$ cat config.mk
export PLATFORM = sky130hd
export DESIGN_NAME = fp_cvt_f_i_seq_flat
export DESIGN_NICKNAME = d
export VERILOG_FILES = /design/src/rtl/fp_cvt_f_i_seq_if.sv /design/src/rtl/fp_cvt_f_i_seq.sv /design/src/flat_wrapper.sv
export SDC_FILE = /design/constraint.sdc
export NUM_CORES = 1
export LEC_CHECK = 0
export ABC_AREA = 1
export CORE_ASPECT_RATIO = 0.75
export CORE_UTILIZATION = 55
export DETAILED_ROUTE_END_ITERATION = 12
export PLACE_DENSITY = 0.76
export SLEW_MARGIN = 10
export SYNTH_ARGS = -nofsm -noshare
export SYNTH_HDL_FRONTEND = slang
export SYNTH_SLANG_ARGS = --single-unit
$ cat constraint.sdc
create_clock -name clk -period 4.85 [get_ports clk]
set_input_delay 0.7275 -clock clk [delete_from_list [all_inputs] [get_ports clk]]
set_output_delay 0.7275 -clock clk [all_outputs]
set_load 0.005 [all_outputs]
$ cat src/rtl/fp_cvt_f_i_seq_if.sv
// Request/response bundle for the float-to-integer converter.
interface fp_cvt_f_i_seq_if;
   logic        start;
   logic        s_u;
   logic [2:0]  rm;
   logic [31:0] in_data;
   logic        busy;
   logic        done;
   logic [31:0] out_data;
   logic [4:0]  fflags;

   modport master (
      output start, s_u, rm, in_data,
      input  busy, done, out_data, fflags
   );

   modport slave (
      input  start, s_u, rm, in_data,
      output busy, done, out_data, fflags
   );
endinterface

$ cat src/rtl/fp_cvt_f_i_seq.sv
// Multi-cycle fcvt.w.s / fcvt.wu.s converter (IDLE->ALIGN->ROUND->DONE).
// Define FP_CVT_FFLAGS_EN to compute fflags; otherwise fflags is tied to 0.
module fp_cvt_f_i_seq (
   input logic              clk,
   input logic              rst,
   fp_cvt_f_i_seq_if.slave  cvt
);
   typedef enum logic [1:0] {IDLE, ALIGN, ROUND, DONE} state_t;

   state_t state_q, state_d;

   logic [31:0] op_q;
   logic        s_u_q;
   logic [2:0]  rm_q;
   logic        sign_q;
   logic        nan_q;
   logic        big_q;
   logic        g_q;
   logic        st_q;
   logic [31:0] int_q;
   logic [31:0] out_q;

   logic [7:0]  a_exp;
   logic [23:0] a_mant;
   logic [63:0] a_ext;
   logic [63:0] a_sh;
   logic        a_nan;
   logic        a_big;
   logic        a_tiny;

   logic        r_inc;
   logic [32:0] r_mag;
   logic        r_sat;
   logic [31:0] r_data;

   always_comb begin
      state_d = state_q;
      unique case (state_q)
         IDLE:    if (cvt.start) state_d = ALIGN;
         ALIGN:   state_d = ROUND;
         ROUND:   state_d = DONE;
         default: state_d = IDLE;
      endcase
   end

   always_ff @(posedge clk) begin
      if (rst) state_q <= IDLE;
      else     state_q <= state_d;
   end

   // Integer part lands in a_sh[63:32], guard at [31], sticky below.
   always_comb begin
      a_exp  = op_q[30:23];
      a_mant = {a_exp != 8'd0, op_q[22:0]};
      a_ext  = {8'd0, a_mant, 32'd0};
      a_sh   = 64'd0;
      a_nan  = (a_exp == 8'hFF) && (op_q[22:0] != 23'd0);
      a_big  = a_exp >= 8'd159;
      a_tiny = (a_exp < 8'd126) && (op_q[30:0] != 31'd0);
      if (a_big)
         a_sh = 64'd0;
      else if (a_exp >= 8'd150)
         a_sh = a_ext << (a_exp - 8'd150);
      else if (a_exp >= 8'd126)
         a_sh = a_ext >> (8'd150 - a_exp);
   end

   always_comb begin
      r_inc = 1'b0;
      unique case (rm_q)
         3'b001:  r_inc = 1'b0;
         3'b010:  r_inc = sign_q & (g_q | st_q);
         3'b011:  r_inc = ~sign_q & (g_q | st_q);
         3'b100:  r_inc = g_q;
         default: r_inc = g_q & (st_q | int_q[0]);
      endcase
      r_mag = {1'b0, int_q} + {32'd0, r_inc};
      r_sat = 1'b0;
      if (nan_q || big_q)
         r_sat = 1'b1;
      else if (s_u_q)
         r_sat = sign_q ? (r_mag != 33'd0) : r_mag[32];
      else
         r_sat = sign_q ? (r_mag > 33'h080000000)
                        : (r_mag > 33'h07FFFFFFF);
      if (r_sat) begin
         if (nan_q || !sign_q)
            r_data = s_u_q ? 32'hFFFFFFFF : 32'h7FFFFFFF;
         else
            r_data = s_u_q ? 32'h00000000 : 32'h80000000;
      end else begin
         r_data = sign_q ? (32'd0 - r_mag[31:0]) : r_mag[31:0];
      end
   end

   always_ff @(posedge clk) begin
      if (rst) begin
         op_q   <= '0;
         s_u_q  <= 1'b0;
         rm_q   <= '0;
         sign_q <= 1'b0;
         nan_q  <= 1'b0;
         big_q  <= 1'b0;
         g_q    <= 1'b0;
         st_q   <= 1'b0;
         int_q  <= '0;
         out_q  <= '0;
      end else begin
         if (state_q == IDLE && cvt.start) begin
            op_q  <= cvt.in_data;
            s_u_q <= cvt.s_u;
            rm_q  <= cvt.rm;
         end
         if (state_q == ALIGN) begin
            sign_q <= op_q[31];
            nan_q  <= a_nan;
            big_q  <= a_big;
            int_q  <= a_sh[63:32];
            g_q    <= a_sh[31];
            st_q   <= (|a_sh[30:0]) | a_tiny;
         end
         if (state_q == ROUND) out_q <= r_data;
      end
   end

`ifdef FP_CVT_FFLAGS_EN
   logic [4:0] flags_q;

   always_ff @(posedge clk) begin
      if (rst)
         flags_q <= '0;
      else if (state_q == ROUND)
         flags_q <= {r_sat, 3'b000, ~r_sat & (g_q | st_q)};
   end

   assign cvt.fflags = flags_q;
`else
   assign cvt.fflags = 5'b00000;
`endif

   assign cvt.busy     = state_q != IDLE;
   assign cvt.done     = state_q == DONE;
   assign cvt.out_data = out_q;
endmodule
$ cat src/flat_wrapper.sv
// flat-port wrapper written by rule: the top's interface ports become plain ports
module fp_cvt_f_i_seq_flat 
  (clk, rst, cvt_start, cvt_s_u, cvt_rm, cvt_in_data, cvt_busy, cvt_done, cvt_out_data, cvt_fflags);
  fp_cvt_f_i_seq_if cvt_i ();
  input logic clk;
  input logic rst;
  input wire logic [$bits(cvt_i.start)-1:0] cvt_start;
  input wire logic [$bits(cvt_i.s_u)-1:0] cvt_s_u;
  input wire logic [$bits(cvt_i.rm)-1:0] cvt_rm;
  input wire logic [$bits(cvt_i.in_data)-1:0] cvt_in_data;
  output wire logic [$bits(cvt_i.busy)-1:0] cvt_busy;
  output wire logic [$bits(cvt_i.done)-1:0] cvt_done;
  output wire logic [$bits(cvt_i.out_data)-1:0] cvt_out_data;
  output wire logic [$bits(cvt_i.fflags)-1:0] cvt_fflags;
  assign cvt_i.start = cvt_start;
  assign cvt_i.s_u = cvt_s_u;
  assign cvt_i.rm = cvt_rm;
  assign cvt_i.in_data = cvt_in_data;
  assign cvt_busy = cvt_i.busy;
  assign cvt_done = cvt_i.done;
  assign cvt_out_data = cvt_i.out_data;
  assign cvt_fflags = cvt_i.fflags;
  fp_cvt_f_i_seq u_core (.clk(clk), .rst(rst), .cvt(cvt_i));
endmodule
### Yosys cells after proc, flatten, opt, wreduce, memory -nomap -nowiden

Index checks and enable logic that the tools add are counted.

* register bits after elaboration: 107
* input bits: 39
* bits in latches: 0
* memory bits (writable): 0
* memories kept: 0
* ROM bits: 0
* output and inout port bits: 39

* shift operators: 2
* equal/unequal tests: 9
* $lt $le $gt $ge: 6
* divide/modulo/power cells: 0
* $mul: 0
* bitwise gates (word level): 7
* muxes and demuxes: 15
* $add $sub $neg: 4
* reductions and logical operators: 13

Operators by type and width (count)
* 64-bit 2-to-1 mux: 3
* 32-bit 2-to-1 mux: 5
* 56-bit by 8-bit << shifter with 64-bit output: 1
* 56-bit by 8-bit right shift with 64-bit output: 1
* 32-bit by 1-bit adder with 33-bit output: 1
* 33-bit by 31-bit > comparator with 1-bit output, second input constant: 1
* 33-bit by 32-bit > comparator with 1-bit output, second input constant: 1
* 33-bit nonzero test: 1
* 1-bit by 32-bit subtractor with 32-bit output, first input constant: 1
* 31-bit nonzero test: 1
* 31-bit OR reduction: 1
* 23-bit nonzero test: 1
* 8-bit >= comparator, second input constant: 2
* 8-bit == test, second input constant: 1
* 8-bit by 7-bit >= comparator with 1-bit output, second input constant: 1
* 8-bit by 7-bit < comparator with 1-bit output, second input constant: 1
* 8-bit nonzero test: 1
* 8-bit subtractor, first input constant: 1
* 8-bit subtractor, second input constant: 1
* 3-bit by 2-bit == test with 1-bit output, second input constant: 2
* 2-bit one-hot mux with 3 select lines: 1
* 2-bit == test, second input constant: 2
* 1-bit 2-to-1 mux: 4
* 1-bit one-hot mux with 4 select lines: 1
* other kinds (13): 20

### Depth between registers and ports, before layout

* depth after elaboration: 9
* gate-level depth with buffers: 30
* gate-level depth less buffers: 28

### Least setup slack after synthesis

Ideal clock, no wire load.

* kind: reg-to-reg
* from: reg u_core.sign_q
* to: reg u_core.out_q[11] (netlist: u_core.cvt.out_data[11])
* stages on the path, launching flop included: 26
* setup time: 0.109 ns
* arrival time: 3.654 ns
* buffers on the path: 3
* slack: 1.087 ns
* path through: dfxtp_1 clkbuf_1 clkbuf_1 nor2_1 o41ai_1 ha_1 ha_1 nand2_1 nor2_4 nand3_1 nor2_1 xnor2_1 nand2_1 nor2_1 nand2_1 nor2_2 nand2_1 nand2_1 o211ai_1 nand2_4 nand2_4 nand2_8 buf_8 nand3_2 nand2_1 inv_1

* word-level cells in the longest chain between the ends: 9
* elaborated cells between the ends (all ways): 18
* those cells by class: 2 x add/sub; 2 x order compare; 8 x mux; 3 x bitwise; 3 x reduce/logical

Ends and longest elaborated chain
* from (decl): RTL line fp_cvt_f_i_seq.sv:15 `logic sign_q;`
* from (signal assigned): RTL line fp_cvt_f_i_seq.sv:115 `sign_q <= op_q[31];`
* 1-bit NOT: RTL line fp_cvt_f_i_seq.sv:73 `3'b011: r_inc = ~sign_q & (g_q | st_q);`
* 1-bit AND: RTL line fp_cvt_f_i_seq.sv:73
* 1-bit one-hot mux with 4 select lines: RTL line fp_cvt_f_i_seq.sv:70 `unique case (rm_q)`
* 32-bit by 1-bit adder with 33-bit output: RTL line fp_cvt_f_i_seq.sv:77 `r_mag = {1'b0, int_q} + {32'd0, r_inc};`
* 33-bit by 31-bit > comparator with 1-bit output, or another cell as far along: RTL line fp_cvt_f_i_seq.sv:85 `: (r_mag > 33'h07FFFFFFF);`
* 1-bit 2-to-1 mux, on equally long branches: RTL line fp_cvt_f_i_seq.sv:84, fp_cvt_f_i_seq.sv:82
* 1-bit 2-to-1 mux: RTL line fp_cvt_f_i_seq.sv:81 `else if (s_u_q)`
* 1-bit 2-to-1 mux: RTL line fp_cvt_f_i_seq.sv:79 `if (nan_q || big_q)`
* 32-bit 2-to-1 mux *: RTL line fp_cvt_f_i_seq.sv:86 `if (r_sat) begin`
* to (signal assigned): RTL line fp_cvt_f_i_seq.sv:122 `if (state_q == ROUND) out_q <= r_data;`
* to (decl): RTL line fp_cvt_f_i_seq.sv:21 `logic [31:0] out_q;`

Mark *: on every way between the ends. The rest lies on a longest branch, timed or not.
A chain may end at the register's enable or synchronous reset.

### Final worst setup path

* from: reg u_core.st_q
* to: reg u_core.out_q[0] (netlist: u_core.cvt.out_data[0])

* word-level cells in the longest chain between the ends: 9
* elaborated cells between the ends (all ways): 17
* those cells by class: 2 x add/sub; 2 x order compare; 7 x mux; 5 x bitwise; 1 x reduce/logical

Ends and longest elaborated chain
* from (decl): RTL line fp_cvt_f_i_seq.sv:19 `logic st_q;`
* from (signal assigned): RTL line fp_cvt_f_i_seq.sv:120 `st_q <= (|a_sh[30:0]) | a_tiny;`
* 1-bit bitwise OR, on equally long branches: RTL line fp_cvt_f_i_seq.sv:75, fp_cvt_f_i_seq.sv:72, fp_cvt_f_i_seq.sv:73
* 1-bit AND, on equally long branches: RTL line fp_cvt_f_i_seq.sv:75, fp_cvt_f_i_seq.sv:72, fp_cvt_f_i_seq.sv:73
* 1-bit one-hot mux with 4 select lines *: RTL line fp_cvt_f_i_seq.sv:70
* 32-bit by 1-bit adder with 33-bit output *: RTL line fp_cvt_f_i_seq.sv:77
* 33-bit by 31-bit > comparator with 1-bit output, or another cell as far along: RTL line fp_cvt_f_i_seq.sv:85
* 1-bit 2-to-1 mux, on equally long branches: RTL line fp_cvt_f_i_seq.sv:84, fp_cvt_f_i_seq.sv:82
* 1-bit 2-to-1 mux: RTL line fp_cvt_f_i_seq.sv:81
* 1-bit 2-to-1 mux: RTL line fp_cvt_f_i_seq.sv:79
* 32-bit 2-to-1 mux *: RTL line fp_cvt_f_i_seq.sv:86

Marks and branches as above.

==> impl_metrics.yaml <==
timing:
  maxSlewHeadroom_pct: 39.2
  fmax_mhz: 225
  final.setup.tns_ns: 0
  min_period_ns: 4.45
  finalMaxSlewViolations: 0
  min_period_over_period_pct: 91.8
  finClkSkew_ns: 0.0181
  hold_viol: 0
  rsz0062_at_grt: "false"
  setup_viol: 0
  worst_slew_pin_slew_ns: 0.909
  hold_slack_ns: 0.490
drt:
  wl_um: 33100
  vias_per_cell: 5.79
  wire_per_inst_um: 16.6
  drtIter0Drc: 1792
  drc: 0
  drt.antenna.violating_nets: 0
  dr_total_vias: 11530
  drt_pass1_iterations: 6
grt:
  globalRouteOverflowTotal: 0
  grt_pass1_vias: 9938
  antenna_found_initial: 1
  grt_max_degree: 64
  track_usage_pct: 36.0
  grt_pass1_wl_um: 52500
power_and_ir_drop:
  p_seq_share_pct: 21.0
  vdd_drop_max_mv: 0.485
  swShare_pct: 55.5
  powerDensity_nw_per_um2: 595
  p_int_mw: 2.92
  comb_power_share_pct: 66.9
  clkPwrFrac_pct: 12.0
  p_leak_nw: 4.93
  p_sw_mw: 3.65
clock_tree:
  cts_root_buffer: "clkbuf_16"
  cts_buffers: 9
  path_clk_slew_ns: 0.09
  clk_path_buf_depth: 2
  post_cts_buffers: 0
  htree_levels: 3
  postCtsHoldBufs: 0
  cts-resized-gates: 0
  clock_latency_ns: 0.38
  cts_tree: "built"
  cts.sinks: 107
die:
  core.rowCount: 42
  dieWidth_um: 158
  io_pins: 78
  die-area_um2: 18700
  core-area_um2: 17700
  die_h_um: 119
  start_util_pct: 56.5
run:
  max_cap_violations: 0
setup_path:
  cp_top_family: "simple AND/OR/NAND/NOR gates"
  cp-startpoint: "u_core.st_q$_SDFFE_PP0P_"
  crit_buf_inv: 1
  critPathCaptureType: "flop"
  critPathKind: "reg -> reg"
  path_common_cell: "nand2_1"
  worst_path_max_delay_cell: "dfxtp_1"
  critical_path.max_stage_delay_ns: 0.42
  required_ns: 5.14
  path_cells: "o21ai_0, o21ai_0, o311ai_0, o41ai_1, ha_1, ha_1, nand2_1, nor2_4, nand3_1, nor2_1, xnor2_1, nand2_1, nor2_1, nand2_1, nor2_2, nand2_1, nand2_1, o211ai_1, nand2_4, nand2_4, nand2_8, nand3_1, nand2_1, inv_1"
  start_kind: "flop"
  reg2reg_from: "u_core.st_q$_SDFFE_PP0P_"
  arrival_ns: 4.74
  crit_fanout: 31
finish:
  fillerInstances: 1842
  final_area_um2: 11000
  area_delta_synth_final_pct: 10.4
  final_util_pct: 62.4
  fin_nets: 1800
  drive_gt1_share_pct: 6.57
  antenna_cells: 0
  final_cell_mix: "490 x nand2_1, 226 x nand3_1, 206 x nor2_1"
  final_common_cell: "nand2_1"
placed_design:
  gp_congestion: 1.05
  placed_cell_area_um2: 10700
  port_buffers: 72
  place_hpwl_um: 25100
yosys:
  netlist_area_um2: 10000
  synth_cells: 1739
  synth_top_cell_area_share_pct: 21.4
  synth.avg_cell_area_um2: 5.75
  ys_async_sr_fraction_pct: 0
  synth_top_area_cell: "dfxtp_1"
  ys_seq_area_share_pct: 21.4
  yosys_most_used_dff: "dfxtp_1"
  yosysUniqueCellTypes: 52
  synth_warnings: 0
  yosys-top-cells-area: "dfxtp_1 21%, nand2_1 18%, nand3_1 11%"
  synth_seq_cells: 107
  synth_edf_count: 0
min_path:
  worstHoldStart: "u_core.rm_q[1]$_SDFFE_PP0P_"
  hold_path.class: "reg -> reg"
status:
  outcome: "complete, no violations"
synth_stat cells, types with 3 or more instances:
library cell  instances
nor2_4                5
ha_1                 15
a21o_1                3
buf_1                13
inv_2                 9
nand3_2              30
nand4_1              54
dfxtp_1             107
o21ai_0             114
nor2_2                8
xnor2_1              21
buf_4                 8
nor2_1              206
nand2_2               6
inv_1               136
nor4_1                8
nand2_1             490
a31oi_1              15
and2_1                4
nor3_1               16
clkinv_1              4
clkbuf_1             65
o21ai_1               6
o22ai_1               8
or2_2                 6
o211ai_1             12
a21oi_1              72
nand3_1             226
xor2_1               32
buf_2                11
per-stage QoR:
stage / total power [mW] / worst slack [ns] / instances
6_report: 6.57 / 0.398 / 1993
5_1_grt: 7.10 / 0.0425 / 1993
4_1_cts: 6.42 / 0.530 / 1993
3_5_place_dp: 5.62 / 0.578 / 1977
3_3_place_gp: 5.58 / 0.713 / 1977
2_1_floorplan: 4.52 / 1.09 / 1743
power groups by stage:
stage	clock network [mW]	registers, mW	logic, mW
global placement	0	1.38	4.20
finish	0.790	1.38	4.40
detailed placement	0	1.39	4.23
global route	0.819	1.41	4.87
CTS	0.792	1.37	4.26
floorplan	0	1.29	3.23
per-layer routing:
metal | GRT usage [%] | vias up | wire (um) | share of wire, %
met5 | 0 | - | 0 | 0
met4 | 5.95 | 0 | 280 | 0.85
met3 | 14.6 | 25 | 4770 | 14
met2 | 44.6 | 625 | 11800 | 36
met1 | 56.6 | 5162 | 16200 | 49
li1 | - | 5718 | - | -
registers in the layout, indices dropped and copies added (netlist names):
register	flops
u_core.big_q	1
u_core.cvt.out_data	32
u_core.g_q	1
u_core.int_q	32
u_core.nan_q	1
u_core.op_q	32
u_core.rm_q	3
u_core.s_u_q	1
u_core.sign_q	1
u_core.st_q	1
u_core.state_q	2
cell type report:
class / count / area, um2 / share of cell area [%]
multi-input cells: 1385 / 6850 / 62.0
well taps: 242 / 303 / 2.74
clock buffers: 9 / 225 / 2.04
clock inverters: 7 / 82.6 / 0.748
flip-flops and latches: 107 / 2140 / 19.4
inverters: 149 / 559 / 5.06
repair buffers: 94 / 881 / 7.98
path summary, 6_finish.rpt:
check / end / slack [ns] / depth (start not counted)
max: u_core.cvt.out_data[0]$_SDFFE_PP0P_ / 0.40 / 24
min: u_core.rm_q[1]$_SDFFE_PP0P_ / 0.49 / 2
max reg2reg: u_core.cvt.out_data[0]$_SDFFE_PP0P_ / 0.40 / 24
min reg2reg: u_core.rm_q[1]$_SDFFE_PP0P_ / 0.49 / 2
worst register-to-register path: cells and delay by family (launching register included):
kind | cells | cell delay, ns
AO/OA/AOI/OAI | 5 | 0.63
XOR/XNOR | 1 | 0.33
adder cells (fa/ha/maj) | 2 | 0.42
AND/OR/NAND/NOR | 15 | 2.55
flip-flops | 1 | 0.42
buffers and inverters | 1 | 0.04
logic make-up after synthesis:
group | after synthesis | synth area share, %
DFF | 107 | 21.4
buffers and inverters | 251 | 10.4
other | 1 | 0.0375
adders and majority gates | 15 | 1.88
and+or+nand+nor | 1068 | 48.2
AOI/OAI and AO/OA | 243 | 13.3
xor gates and xnor gates | 54 | 4.80
(Power assumes the default switching activity.)
